===== src/rtl/ccff_chain_loader_pkg.sv =====
// Shared types and default widths for the configuration-chain loader.
// Pure declarations: no logic, no latency, no flow control.
package ccff_chain_loader_pkg;

   localparam int WORD_W_DEF = 8;
   localparam int CNT_W_DEF  = 16;

   typedef enum logic [1:0] {
      IDLE  = 2'd0,
      SHIFT = 2'd1,
      FLUSH = 2'd2,
      DONE  = 2'd3
   } state_e;

endpackage


===== src/rtl/ccff_chain_loader_if.sv =====
// Control, write-word and readback-word bundle between a programming host and the loader.
// Write and readback words use valid/ready; start/abort are single-cycle pulses.
interface ccff_chain_loader_if
   import ccff_chain_loader_pkg::*;
#(
   parameter int WORD_W = WORD_W_DEF,
   parameter int CNT_W  = CNT_W_DEF
);
   logic              start;
   logic              abort;
   logic [CNT_W-1:0]  chain_len;
   logic [WORD_W-1:0] wr_data;
   logic              wr_valid;
   logic              wr_ready;
   logic [WORD_W-1:0] rd_data;
   logic              rd_valid;
   logic              rd_ready;
   logic              busy;
   logic              done;

   modport master (
      output start, abort, chain_len, wr_data, wr_valid, rd_ready,
      input  wr_ready, rd_data, rd_valid, busy, done
   );

   modport slave (
      input  start, abort, chain_len, wr_data, wr_valid, rd_ready,
      output wr_ready, rd_data, rd_valid, busy, done
   );
endinterface


===== src/rtl/ccff_readback_packer.sv =====
// Packs tail bits LSB-first into words; capture -> hold transfer is one edge after the word fills.
// Asserts stall when capture is full and the hold word is still unaccepted, so no tail bit is dropped.
module ccff_readback_packer
   import ccff_chain_loader_pkg::*;
#(
   parameter int WORD_W = WORD_W_DEF
) (
   input  logic              prog_clk,
   input  logic              pReset_n,
   input  logic              clear,
   input  logic              cap_en,
   input  logic              tail_bit,
   input  logic              flush,
   output logic [WORD_W-1:0] rd_data,
   output logic              rd_valid,
   input  logic              rd_ready,
   output logic              stall,
   output logic              empty
);
   localparam int CCNT_W = $clog2(WORD_W + 1);
   localparam logic [CCNT_W-1:0] CAP_FULL = CCNT_W'(WORD_W);

   logic [WORD_W-1:0] cap_q, cap_d;
   logic [CCNT_W-1:0] cap_cnt_q, cap_cnt_d;
   logic [WORD_W-1:0] hold_q, hold_d;
   logic              hold_vld_q, hold_vld_d;
   logic              cap_full, xfer;

   assign cap_full = (cap_cnt_q == CAP_FULL);
   // A partial word only leaves capture during flush; untouched bits stay zero.
   assign xfer     = !hold_vld_q && (cap_full || (flush && (cap_cnt_q != '0)));
   assign stall    = cap_full && hold_vld_q;
   assign empty    = (cap_cnt_q == '0) && !hold_vld_q;
   assign rd_data  = hold_q;
   assign rd_valid = hold_vld_q;

   always_comb begin
      cap_d      = cap_q;
      cap_cnt_d  = cap_cnt_q;
      hold_d     = hold_q;
      hold_vld_d = hold_vld_q;
      if (clear) begin
         cap_d      = '0;
         cap_cnt_d  = '0;
         hold_d     = '0;
         hold_vld_d = 1'b0;
      end else begin
         if (hold_vld_q && rd_ready) begin
            hold_vld_d = 1'b0;
         end
         if (xfer) begin
            hold_d     = cap_q;
            hold_vld_d = 1'b1;
            cap_d      = '0;
            cap_cnt_d  = '0;
         end
         if (cap_en) begin
            cap_d     = cap_d | (WORD_W'(tail_bit) << cap_cnt_d);
            cap_cnt_d = cap_cnt_d + CCNT_W'(1);
         end
      end
   end

   always_ff @(posedge prog_clk or negedge pReset_n) begin
      if (!pReset_n) begin
         cap_q      <= '0;
         cap_cnt_q  <= '0;
         hold_q     <= '0;
         hold_vld_q <= 1'b0;
      end else begin
         cap_q      <= cap_d;
         cap_cnt_q  <= cap_cnt_d;
         hold_q     <= hold_d;
         hold_vld_q <= hold_vld_d;
      end
   end

endmodule


===== src/rtl/ccff_chain_loader.sv =====
// Serializes bitstream words onto ccff_head and returns the displaced tail bits as readback words.
// Peak one bit per cycle with one bubble per word; shifting stalls while a readback word waits on rd_ready.
module ccff_chain_loader
   import ccff_chain_loader_pkg::*;
#(
   parameter int WORD_W = WORD_W_DEF,
   parameter int CNT_W  = CNT_W_DEF
) (
   input  logic              prog_clk,
   input  logic              pReset_n,
   ccff_chain_loader_if.slave bus,
   output logic              config_enable,
   output logic              ccff_head,
   input  logic              ccff_tail
);
   localparam int BIDX_W = (WORD_W > 1) ? $clog2(WORD_W) : 1;
   localparam logic [BIDX_W-1:0] BIDX_LAST = BIDX_W'(WORD_W - 1);

   state_e            state_q, state_d;
   logic [CNT_W-1:0]  rem_q, rem_d;
   logic [WORD_W-1:0] wbuf_q, wbuf_d;
   logic              wbuf_vld_q, wbuf_vld_d;
   logic [BIDX_W-1:0] bidx_q, bidx_d;
   logic              done_q, done_d;
   logic              shift, stall, pk_empty, wr_rdy, wr_fire;

   assign shift         = (state_q == SHIFT) && wbuf_vld_q && !stall;
   assign config_enable = shift;
   assign ccff_head     = shift & wbuf_q[bidx_q];
   assign wr_rdy        = (state_q == SHIFT) && !wbuf_vld_q;
   assign wr_fire       = bus.wr_valid && wr_rdy;
   assign bus.wr_ready  = wr_rdy;
   assign bus.busy      = (state_q != IDLE);
   assign bus.done      = done_q;

   ccff_readback_packer #(.WORD_W(WORD_W)) u_packer (
      .prog_clk (prog_clk),
      .pReset_n (pReset_n),
      .clear    (bus.abort),
      .cap_en   (shift),
      .tail_bit (ccff_tail),
      .flush    (state_q == FLUSH),
      .rd_data  (bus.rd_data),
      .rd_valid (bus.rd_valid),
      .rd_ready (bus.rd_ready),
      .stall    (stall),
      .empty    (pk_empty)
   );

   always_comb begin
      state_d    = state_q;
      rem_d      = rem_q;
      wbuf_d     = wbuf_q;
      wbuf_vld_d = wbuf_vld_q;
      bidx_d     = bidx_q;
      done_d     = 1'b0;
      if (bus.abort) begin
         state_d    = IDLE;
         rem_d      = '0;
         wbuf_d     = '0;
         wbuf_vld_d = 1'b0;
         bidx_d     = '0;
      end else begin
         case (state_q)
            IDLE: begin
               if (bus.start) begin
                  if (bus.chain_len != '0) begin
                     state_d = SHIFT;
                     rem_d   = bus.chain_len;
                  end else begin
                     state_d = DONE;
                  end
               end
            end
            SHIFT: begin
               if (wr_fire) begin
                  wbuf_d     = bus.wr_data;
                  wbuf_vld_d = 1'b1;
                  bidx_d     = '0;
               end
               if (shift) begin
                  rem_d  = rem_q - CNT_W'(1);
                  bidx_d = bidx_q + BIDX_W'(1);
                  // Last chain bit also drops whatever remains of a partial word.
                  if ((bidx_q == BIDX_LAST) || (rem_q == CNT_W'(1))) begin
                     wbuf_vld_d = 1'b0;
                     bidx_d     = '0;
                  end
                  if (rem_q == CNT_W'(1)) begin
                     state_d = FLUSH;
                  end
               end
            end
            FLUSH: begin
               if (pk_empty) begin
                  state_d = DONE;
               end
            end
            DONE: begin
               state_d = IDLE;
               done_d  = 1'b1;
            end
            default: state_d = IDLE;
         endcase
      end
   end

   always_ff @(posedge prog_clk or negedge pReset_n) begin
      if (!pReset_n) begin
         state_q    <= IDLE;
         rem_q      <= '0;
         wbuf_q     <= '0;
         wbuf_vld_q <= 1'b0;
         bidx_q     <= '0;
         done_q     <= 1'b0;
      end else begin
         state_q    <= state_d;
         rem_q      <= rem_d;
         wbuf_q     <= wbuf_d;
         wbuf_vld_q <= wbuf_vld_d;
         bidx_q     <= bidx_d;
         done_q     <= done_d;
      end
   end

endmodule


===== src/flat_wrapper.sv =====
// flat-port wrapper written by rule: the top's interface ports become plain ports
module ccff_chain_loader_flat import ccff_chain_loader_pkg::*;
#(
   parameter int WORD_W = WORD_W_DEF,
   parameter int CNT_W  = CNT_W_DEF
)
  (prog_clk, pReset_n, config_enable, ccff_head, ccff_tail, bus_start, bus_abort, bus_chain_len, bus_wr_data, bus_wr_valid, bus_rd_ready, bus_wr_ready, bus_rd_data, bus_rd_valid, bus_busy, bus_done);
  ccff_chain_loader_if #(.WORD_W(WORD_W), .CNT_W(CNT_W)) bus_i ();
  input  logic prog_clk;
  input  logic pReset_n;
  output logic config_enable;
  output logic ccff_head;
  input  logic ccff_tail;
  input wire logic [$bits(bus_i.start)-1:0] bus_start;
  input wire logic [$bits(bus_i.abort)-1:0] bus_abort;
  input wire logic [$bits(bus_i.chain_len)-1:0] bus_chain_len;
  input wire logic [$bits(bus_i.wr_data)-1:0] bus_wr_data;
  input wire logic [$bits(bus_i.wr_valid)-1:0] bus_wr_valid;
  input wire logic [$bits(bus_i.rd_ready)-1:0] bus_rd_ready;
  output wire logic [$bits(bus_i.wr_ready)-1:0] bus_wr_ready;
  output wire logic [$bits(bus_i.rd_data)-1:0] bus_rd_data;
  output wire logic [$bits(bus_i.rd_valid)-1:0] bus_rd_valid;
  output wire logic [$bits(bus_i.busy)-1:0] bus_busy;
  output wire logic [$bits(bus_i.done)-1:0] bus_done;
  assign bus_i.start = bus_start;
  assign bus_i.abort = bus_abort;
  assign bus_i.chain_len = bus_chain_len;
  assign bus_i.wr_data = bus_wr_data;
  assign bus_i.wr_valid = bus_wr_valid;
  assign bus_i.rd_ready = bus_rd_ready;
  assign bus_wr_ready = bus_i.wr_ready;
  assign bus_rd_data = bus_i.rd_data;
  assign bus_rd_valid = bus_i.rd_valid;
  assign bus_busy = bus_i.busy;
  assign bus_done = bus_i.done;
  ccff_chain_loader #(.WORD_W(WORD_W), .CNT_W(CNT_W)) u_core (.prog_clk(prog_clk), .pReset_n(pReset_n), .bus(bus_i), .config_enable(config_enable), .ccff_head(ccff_head), .ccff_tail(ccff_tail));
endmodule

===== config.mk =====
export PLATFORM = sky130hd
export DESIGN_NAME = ccff_chain_loader_flat
export DESIGN_NICKNAME = d
export VERILOG_FILES = /design/src/rtl/ccff_chain_loader_pkg.sv /design/src/rtl/ccff_chain_loader_if.sv /design/src/rtl/ccff_readback_packer.sv /design/src/rtl/ccff_chain_loader.sv /design/src/flat_wrapper.sv
export SDC_FILE = /design/constraint.sdc
export NUM_CORES = 1
export LEC_CHECK = 0
export CORE_MARGIN = 4
export CORE_UTILIZATION = 30
export CTS_BUF_LIST = sky130_fd_sc_hd__clkbuf_8
export CTS_CLUSTER_SIZE = 14
export DETAILED_ROUTE_END_ITERATION = 7
export PLACE_DENSITY = 0.54
export REMOVE_ABC_BUFFERS = 1
export SLEW_MARGIN = 20
export SYNTH_ARGS = -nofsm -noshare
export SYNTH_HDL_FRONTEND = slang
export SYNTH_HIERARCHICAL = 1
export SYNTH_SLANG_ARGS = --single-unit

===== constraint.sdc =====
create_clock -name prog_clk -period 2.05 [get_ports prog_clk]
set_clock_uncertainty 0.05 [all_clocks]
set_input_delay 0.3075 -clock prog_clk [delete_from_list [all_inputs] [get_ports prog_clk]]
set_output_delay 0.3075 -clock prog_clk [all_outputs]
set_load 0.02 [all_outputs]

==> qor.txt, run 1 <==
Max Slew Vio Count -> 0
Async S/R FF share, synth -> 1.000
Fraction of layout instances using a drive strength above 1 -> 0.2592
CTS buffer count -> 5
Routed vias -> 2,679
Worst Path Arrival -> 1.65 ns
Final hold violations -> 0
Wire per inst -> 14.10 um
Slew @ Worst Pin -> 0.4493 ns
Final worst-path cycle share -> 0.9769
Data required time of the worst path -> 1.69 ns
Initial antenna violation count -> 0
Remaining global-route overflow -> 0
GRT Total Usage -> 0.1348
Fillers -> 946
Core area -> 0.009774 mm^2
DR pass1 iterations -> 5
Number of synthesized flops with an enable pin -> 0
Design Power -> 4.157 mW
DRT iter0 DRCs -> 114
Unique masters post-synth -> 53
Die Wd -> 108.1 um
F_max -> 499.4 MHz
Nets -> 448
Post-layout min period -> 2.003 ns
Pre-CTS WS -> -0.2330 ns
Count of mapped cells out of synthesis -> 317
Setup violations, final -> 0
Vias in the first global route -> 2,650
First-pass GRT wire length -> 12.73 mm
Met1 track demand over resource -> 0.1854
Drt total wl -> 7.640 mm
RD Place Congestion -> 0.8131
Clk sinks -> 52
Pin count of the biggest net entering global routing -> 26
Met2 global-route usage -> 0.2220
WS Path Type -> flop to primary output
#FFs+latches synth -> 52
CP Max Fanout -> 6
Dpl hpwl -> 5.638 mm
Worst VDD drop -> 0.3992 mV
Synth Flop Type -> dfrtp_1
Worst setup SP type -> flop
Worst skew pair latency -> 0.31 ns
Critical path origin -> u_core/state_q[1]
Status -> finished, final reports clean
Max clock buf depth -> 2
Vias per inst -> 4.943
Starting density of the core -> 0.3076
DRC -> 0
Clock slew at reported path FFs -> 0.10 ns
IO Count -> 45
Yosys warnings -> 6
Rel. slew slack -> 0.7004
Synth-to-Final Area Change -> 40.12%
Die Area -> 0.01169 mm^2
Ant diodes -> 0
Number of I/O port buffers -> 44
MaxCap Viol Count -> 0
Grt met3 use -> 0.01910
Mapped Area -> 0.003007 mm^2
CTS H-tree lvls -> 2
DRT antenna net count -> 0
Synth top area share -> 0.4328
RSZ-0062 raised after global routing -> yes
Busiest grt layer -> met2
Synth top area cells -> dfrtp_1 43%, a21oi_1 4.8%, mux2i_1 4.0%, ha_1 3.7%, nor2_1 3.7%
HP Class -> input pin to async pin
Row cnt -> 36
Chip height -> 108.1 um
Crit. End Element -> primary output
TritonCTS clock tree -> yes
Final setup margin -> 0.04740 ns
Power Density -> 986.7 mW/mm^2
Leading area contributor after synthesis -> dfrtp_1
Critical R2R Launch -> u_core/rem_q[14]
Sequential-to-total area share from yosys stat -> 0.4328
Leak -> 1.807 nW
Root buffer cell -> clkbuf_8
Syn Area/Cell -> 9.485 um^2
[area by class of cell]
cell class	count	area, um^2	area share
clock buffers	5	68.82	0.01634
inverters	13	48.80	0.01158
clock inverters	3	42.54	0.01010
well taps	133	166.4	0.03950
multi-input cells	234	1667	0.3956
flip-flops and latches	52	1301	0.3089
repair buffers	102	918.4	0.2180
[worst max-delay path, stage by stage (launching register included)]
cell      delay, ns
dfrtp_1        0.39
inv_1          0.08
ha_2           0.25
nand3b_1       0.13
buf_4          0.16
nor2_1         0.14
buf_2          0.19
[flip-flops by register name (all words and copies together) (netlist names)]
| signal | cells |
|---|---|
| u_core/rem_q | 16 |
| u_core/u_packer/cap_q | 8 |
| u_core/u_packer/rd_data | 8 |
| u_core/wbuf_q | 8 |
| u_core/u_packer/cap_cnt_q | 4 |
| u_core/bidx_q | 3 |
| u_core/state_q | 2 |
| u_core/bus.done | 1 |
| u_core/u_packer/rd_valid | 1 |
| u_core/wbuf_vld_q | 1 |
[report_power, final]
| part | internal, mW | leakage [nW] | switching, mW |
|---|---|---|---|
| logic | 0.955 | 1.04 | 1.13 |
| registers | 1.20 | 0.708 | 0.153 |
| clock network | 0.365 | 0.0599 | 0.357 |
| total | 2.52 | 1.81 | 1.64 |
[per-layer routing]
layer / routed length [um] / part of all wire / vias to the layer above
li1: - / - / 1319
met1: 3691 / 0.48 / 1316
met2: 3656 / 0.48 / 36
met3: 194 / 0.025 / 8
met4: 97 / 0.013 / 0
met5: 0 / 0 / -
[timing repair]
action / in CTS / in global routing
hold buffers: 1 / 0
endpoints found under the hold margin: 16 / 0
gates cloned: 0 / 1
endpoints found under the setup margin: 16 / 23
pin swaps: 1 / 9
buffers inserted: 1 / 3
resized for setup: 23 / 20
[through the flow]
stage	utilization	cell area, um^2	TNS, ns	hold WS, ns	cells
2_1_floorplan	-	2915	-17.35	-0.03809	299
3_3_place_gp	0.4036	3945	-2.056	0.2362	528
3_5_place_dp	0.4036	3945	-3.082	0.2357	528
4_1_cts	0.4222	4126	-0.02891	0.4394	538
5_1_grt	0.4310	4213	-0.1888	0.4607	542
6_report	0.4310	4213	0	0.4202	542
[path summary, 6_finish.rpt]
| check | end | slack [ns] | depth (start not counted) |
|---|---|---|---|
| setup reg to reg | u_core/bidx_q[0] | 0.05 | 5 |
| min in group prog_clk | u_core/u_packer/cap_q[4] | 0.46 | 1 |
| hold / removal | u_core/rem_q[2] | 0.42 | 2 |
| max in group asynchronous | u_core/u_packer/rd_data[7] | 1.02 | 3 |
| setup / recovery | ccff_head | 0.05 | 6 |
| hold reg to reg | u_core/u_packer/cap_q[4] | 0.46 | 1 |
[cell usage after synthesis (all sizes together), types with 5 or more instances]
master,number
nor2b,14
buf,7
inv,13
nor2,30
o21ai,24
nand2b,8
mux2i,13
a31oi,7
a211oi,5
clkbuf,11
a21oi,29
dfrtp,52
nor3,9
ha,9
nor4,9
nand3,13
nand2,18
[cells by family after synthesis]
| kind of cell | Yosys count | share of synthesized area |
|---|---|---|
| DFF | 52 | 0.4328 |
| buffers and inverters | 31 | 0.04661 |
| muxes | 16 | 0.06617 |
| AOI/OAI and AO/OA | 84 | 0.1740 |
| and+or+nand+nor | 119 | 0.2256 |
| adders and majority gates | 9 | 0.03745 |
| xor gates and xnor gates | 6 | 0.01748 |
[layout by cell type (no fill, tap or decap), types with 3 or more instances in the layout]
cell type	n
o21ai_1	8
nand3_1	13
ha_1	6
a32oi_1	3
a22o_1	4
inv_1	12
nor4_1	5
a211oi_2	3
dfrtp_1	52
nor2_1	30
clkbuf_8	5
nand2_1	18
nor2b_1	14
a21oi_1	28
nor3b_1	4
buf_12	3
xor2_1	3
nand2b_1	6
a221oi_2	3
buf_4	52
a31oi_1	7
clkdlybuf4s50_1	39
nor3_1	7
o21ai_0	16
mux2i_1	12
Note: power is estimated with default switching activity, not from simulation.
==> run 2, diff against run 1 <==
--- a/config.mk
+++ b/config.mk
@@ -10,6 +10,7 @@
 export CTS_BUF_LIST = sky130_fd_sc_hd__clkbuf_8
 export CTS_CLUSTER_SIZE = 14
 export DETAILED_ROUTE_END_ITERATION = 7
+export GPL_ROUTABILITY_DRIVEN = 0
 export PLACE_DENSITY = 0.54
 export REMOVE_ABC_BUFFERS = 1
 export SLEW_MARGIN = 20
==> results of run 2 <==
Same layout as run 1: the final DEF is identical, and so are final timing and power.
==> run 3, diff against run 2 <==
--- a/config.mk
+++ b/config.mk
@@ -6,12 +6,13 @@
 export NUM_CORES = 1
 export LEC_CHECK = 0
 export CORE_MARGIN = 4
-export CORE_UTILIZATION = 30
+export CORE_UTILIZATION = 40
 export CTS_BUF_LIST = sky130_fd_sc_hd__clkbuf_8
 export CTS_CLUSTER_SIZE = 14
 export DETAILED_ROUTE_END_ITERATION = 7
 export GPL_ROUTABILITY_DRIVEN = 0
-export PLACE_DENSITY = 0.54
+export PLACE_DENSITY = 0.67
+export RECOVER_POWER = 25
 export REMOVE_ABC_BUFFERS = 1
 export SLEW_MARGIN = 20
 export SYNTH_ARGS = -nofsm -noshare
==> run 3 against run 2 <==
The flow now finishes with violations (setup timing). Largest power group unchanged. Cell area decreased by 0.71%. Highest routed layer unchanged. Wire length is 2.0% higher. Combinational power about the same. Critical path depth down 1. Via count increased by 2.0%. First-iteration DRC count grew 68%. Non-clock buffer count up 1. Worst hold slack worse by 0.080 ns. Clock-buffer cell count stayed put.
==> qor.txt, run 3 (synthesis gave the netlist of run 1 again) <==
Status -> complete, but fails checks
Failing checks -> setup timing
Hold Crit Endpoint -> u_core/rem_q[2]
Ant diodes -> 0
RSZ-0062 raised after global routing -> yes
Nets -> 449
Worst skew pair latency -> 0.30 ns
Wire per inst -> 15.30 um
Placed Area -> 0.003847 mm^2
Worst VDD drop -> 0.7330 mV
Pin count of the biggest net entering global routing -> 33
Hold Worst Slack -> 0.3405 ns
Most frequent cells in the layout -> 52 x dfrtp_1, 49 x buf_4, 37 x clkdlybuf4s50_1
GRT Total Usage -> 0.1778
Routed vias -> 2,733
Drt total wl -> 7.789 mm
DRT antenna net count -> 0
Die Area -> 0.008968 mm^2
Final worst-path cycle share -> 1.019
HP Class -> input pin to flop
MaxCap Viol Count -> 0
Design Power -> 4.038 mW
Vias per inst -> 5.369
Clk sinks -> 52
DR pass1 iterations -> 5
Starting density of the core -> 0.4123
Fraction of layout instances using a drive strength above 1 -> 0.2610
Data required time of the worst path -> 1.69 ns
Most flops, register -> u_core/rem_q
Critical path's slowest cell -> dfrtp_1
Crit. End Element -> primary output
Remaining global-route overflow -> 0
Die Wd -> 94.70 um
Multi-input gate area -> 0.001710 mm^2
Max Slew Vio Count -> 0
Critical R2R Launch -> u_core/u_packer/cap_cnt_q[0]
Post-layout min period -> 2.089 ns
Dpl hpwl -> 5.411 mm
Synth-to-Final Area Change -> 39.12%
Register area -> 0.001301 mm^2
Max reg flops -> 16
Most common cell on crit path -> inv_1
Finished Core Util -> 0.5736
Core area -> 0.007292 mm^2
Vias in the first global route -> 2,705
F_max -> 478.8 MHz
Chip height -> 94.70 um
R2R depth -> 8
Rel. slew slack -> 0.2658
Root buffer cell -> clkbuf_8
Final setup margin -> -0.03853 ns
CTS buffer count -> 5
Row cnt -> 31
Design Area, Final -> 0.004183 mm^2
Initial antenna violation count -> 0
DRT iter0 DRCs -> 192
Final hold violations -> 0
Setup violations, final -> 2
IO Count -> 45
CP Max Fanout -> 3
Hold Path Stages -> 3
Reg-to-Reg End -> u_core/state_q[1]
R2r setup slk -> -0.03 ns
Worst-path cell chain -> inv_1, ha_1, inv_1, buf_4, dlygate4sd2_1
First-pass GRT wire length -> 12.77 mm
Worst setup SP type -> flop
CTS H-tree lvls -> 2
Power Density -> 965.4 mW/mm^2
Fin Setup TNS -> -0.07033 ns
DRC -> 0
Worst Hold Launch -> bus_chain_len[2]
Leak -> 1.815 nW
Max clock buf depth -> 2
Number of I/O port buffers -> 44
WS Path Type -> flop to primary output
Worst Path Arrival -> 1.73 ns
Commonest non-fill, non-tap cell in the layout -> dfrtp_1
Fillers -> 664
Clock slew at reported path FFs -> 0.10 ns
CP peak stage delay -> 0.45 ns
TritonCTS clock tree -> yes
Slew @ Worst Pin -> 1.101 ns
[run 3: stage by stage]
stage	std cells	setup slack, ns
6_report	509	-0.03853
5_1_grt	509	-0.1472
3_3_place_gp	490	-0.2876
4_1_cts	503	-0.06024
2_1_floorplan	299	-0.7210
3_5_place_dp	490	-0.3403
[run 3: critical path: cells and delay by family (launching register included)]
family     cells  cell delay, ns
buf+inv        4            0.72
fa+ha+maj      1            0.26
flops          1            0.45
[run 3: where the power goes]
part / total, mW / switching (mW) / leakage, nW / internal [mW]
Sequential: 1.36 / 0.165 / 0.708 / 1.20
Combinational: 2.07 / 1.15 / 1.06 / 0.918
Clock: 0.602 / 0.357 / 0.0485 / 0.246
Total: 4.04 / 1.68 / 1.81 / 2.36
[run 3: worst max path at each step]
stage / to / from
2_1_floorplan: u_core/rem_q[0] / u_core/state_q[1]
3_3_place_gp: u_core/rem_q[9] / bus_chain_len[3]
3_5_place_dp: u_core/rem_q[9] / bus_chain_len[3]
4_1_cts: u_core/rem_q[0] / u_core/u_packer/cap_cnt_q[2]
5_1_grt: u_core/state_q[1] / u_core/u_packer/cap_cnt_q[0]
6_report: bus_busy / u_core/state_q[0]
[run 3: layout make-up]
type	count	share of cell area
tap	99	0.02961
inverter	13	0.01167
timing repair buffer	103	0.2169
sequential	52	0.3111
multi-input combinational	234	0.4089
clock inverter	3	0.005384
clock buffer	5	0.01645
[run 3: what timing repair did]
action | CTS | global route
hold buffers | 1 | 0
hold endpoints to repair | 52 | 0
resized for setup | 32 | 33
endpoints found under the setup margin | 20 | 38
buffers inserted | 4 | 5
gates cloned | 0 | 2
pin swaps | 6 | 10
[run 3: metal layers]
metal | track usage | share of wire | vias up
met1 | 0.2333 | 0.44 | 1329
met3 | 0.02709 | 0.046 | 8
li1 | - | - | 1330
met2 | 0.3059 | 0.51 | 66
met5 | 0 | 0 | -
met4 | 0.04567 | 0.010 | 0
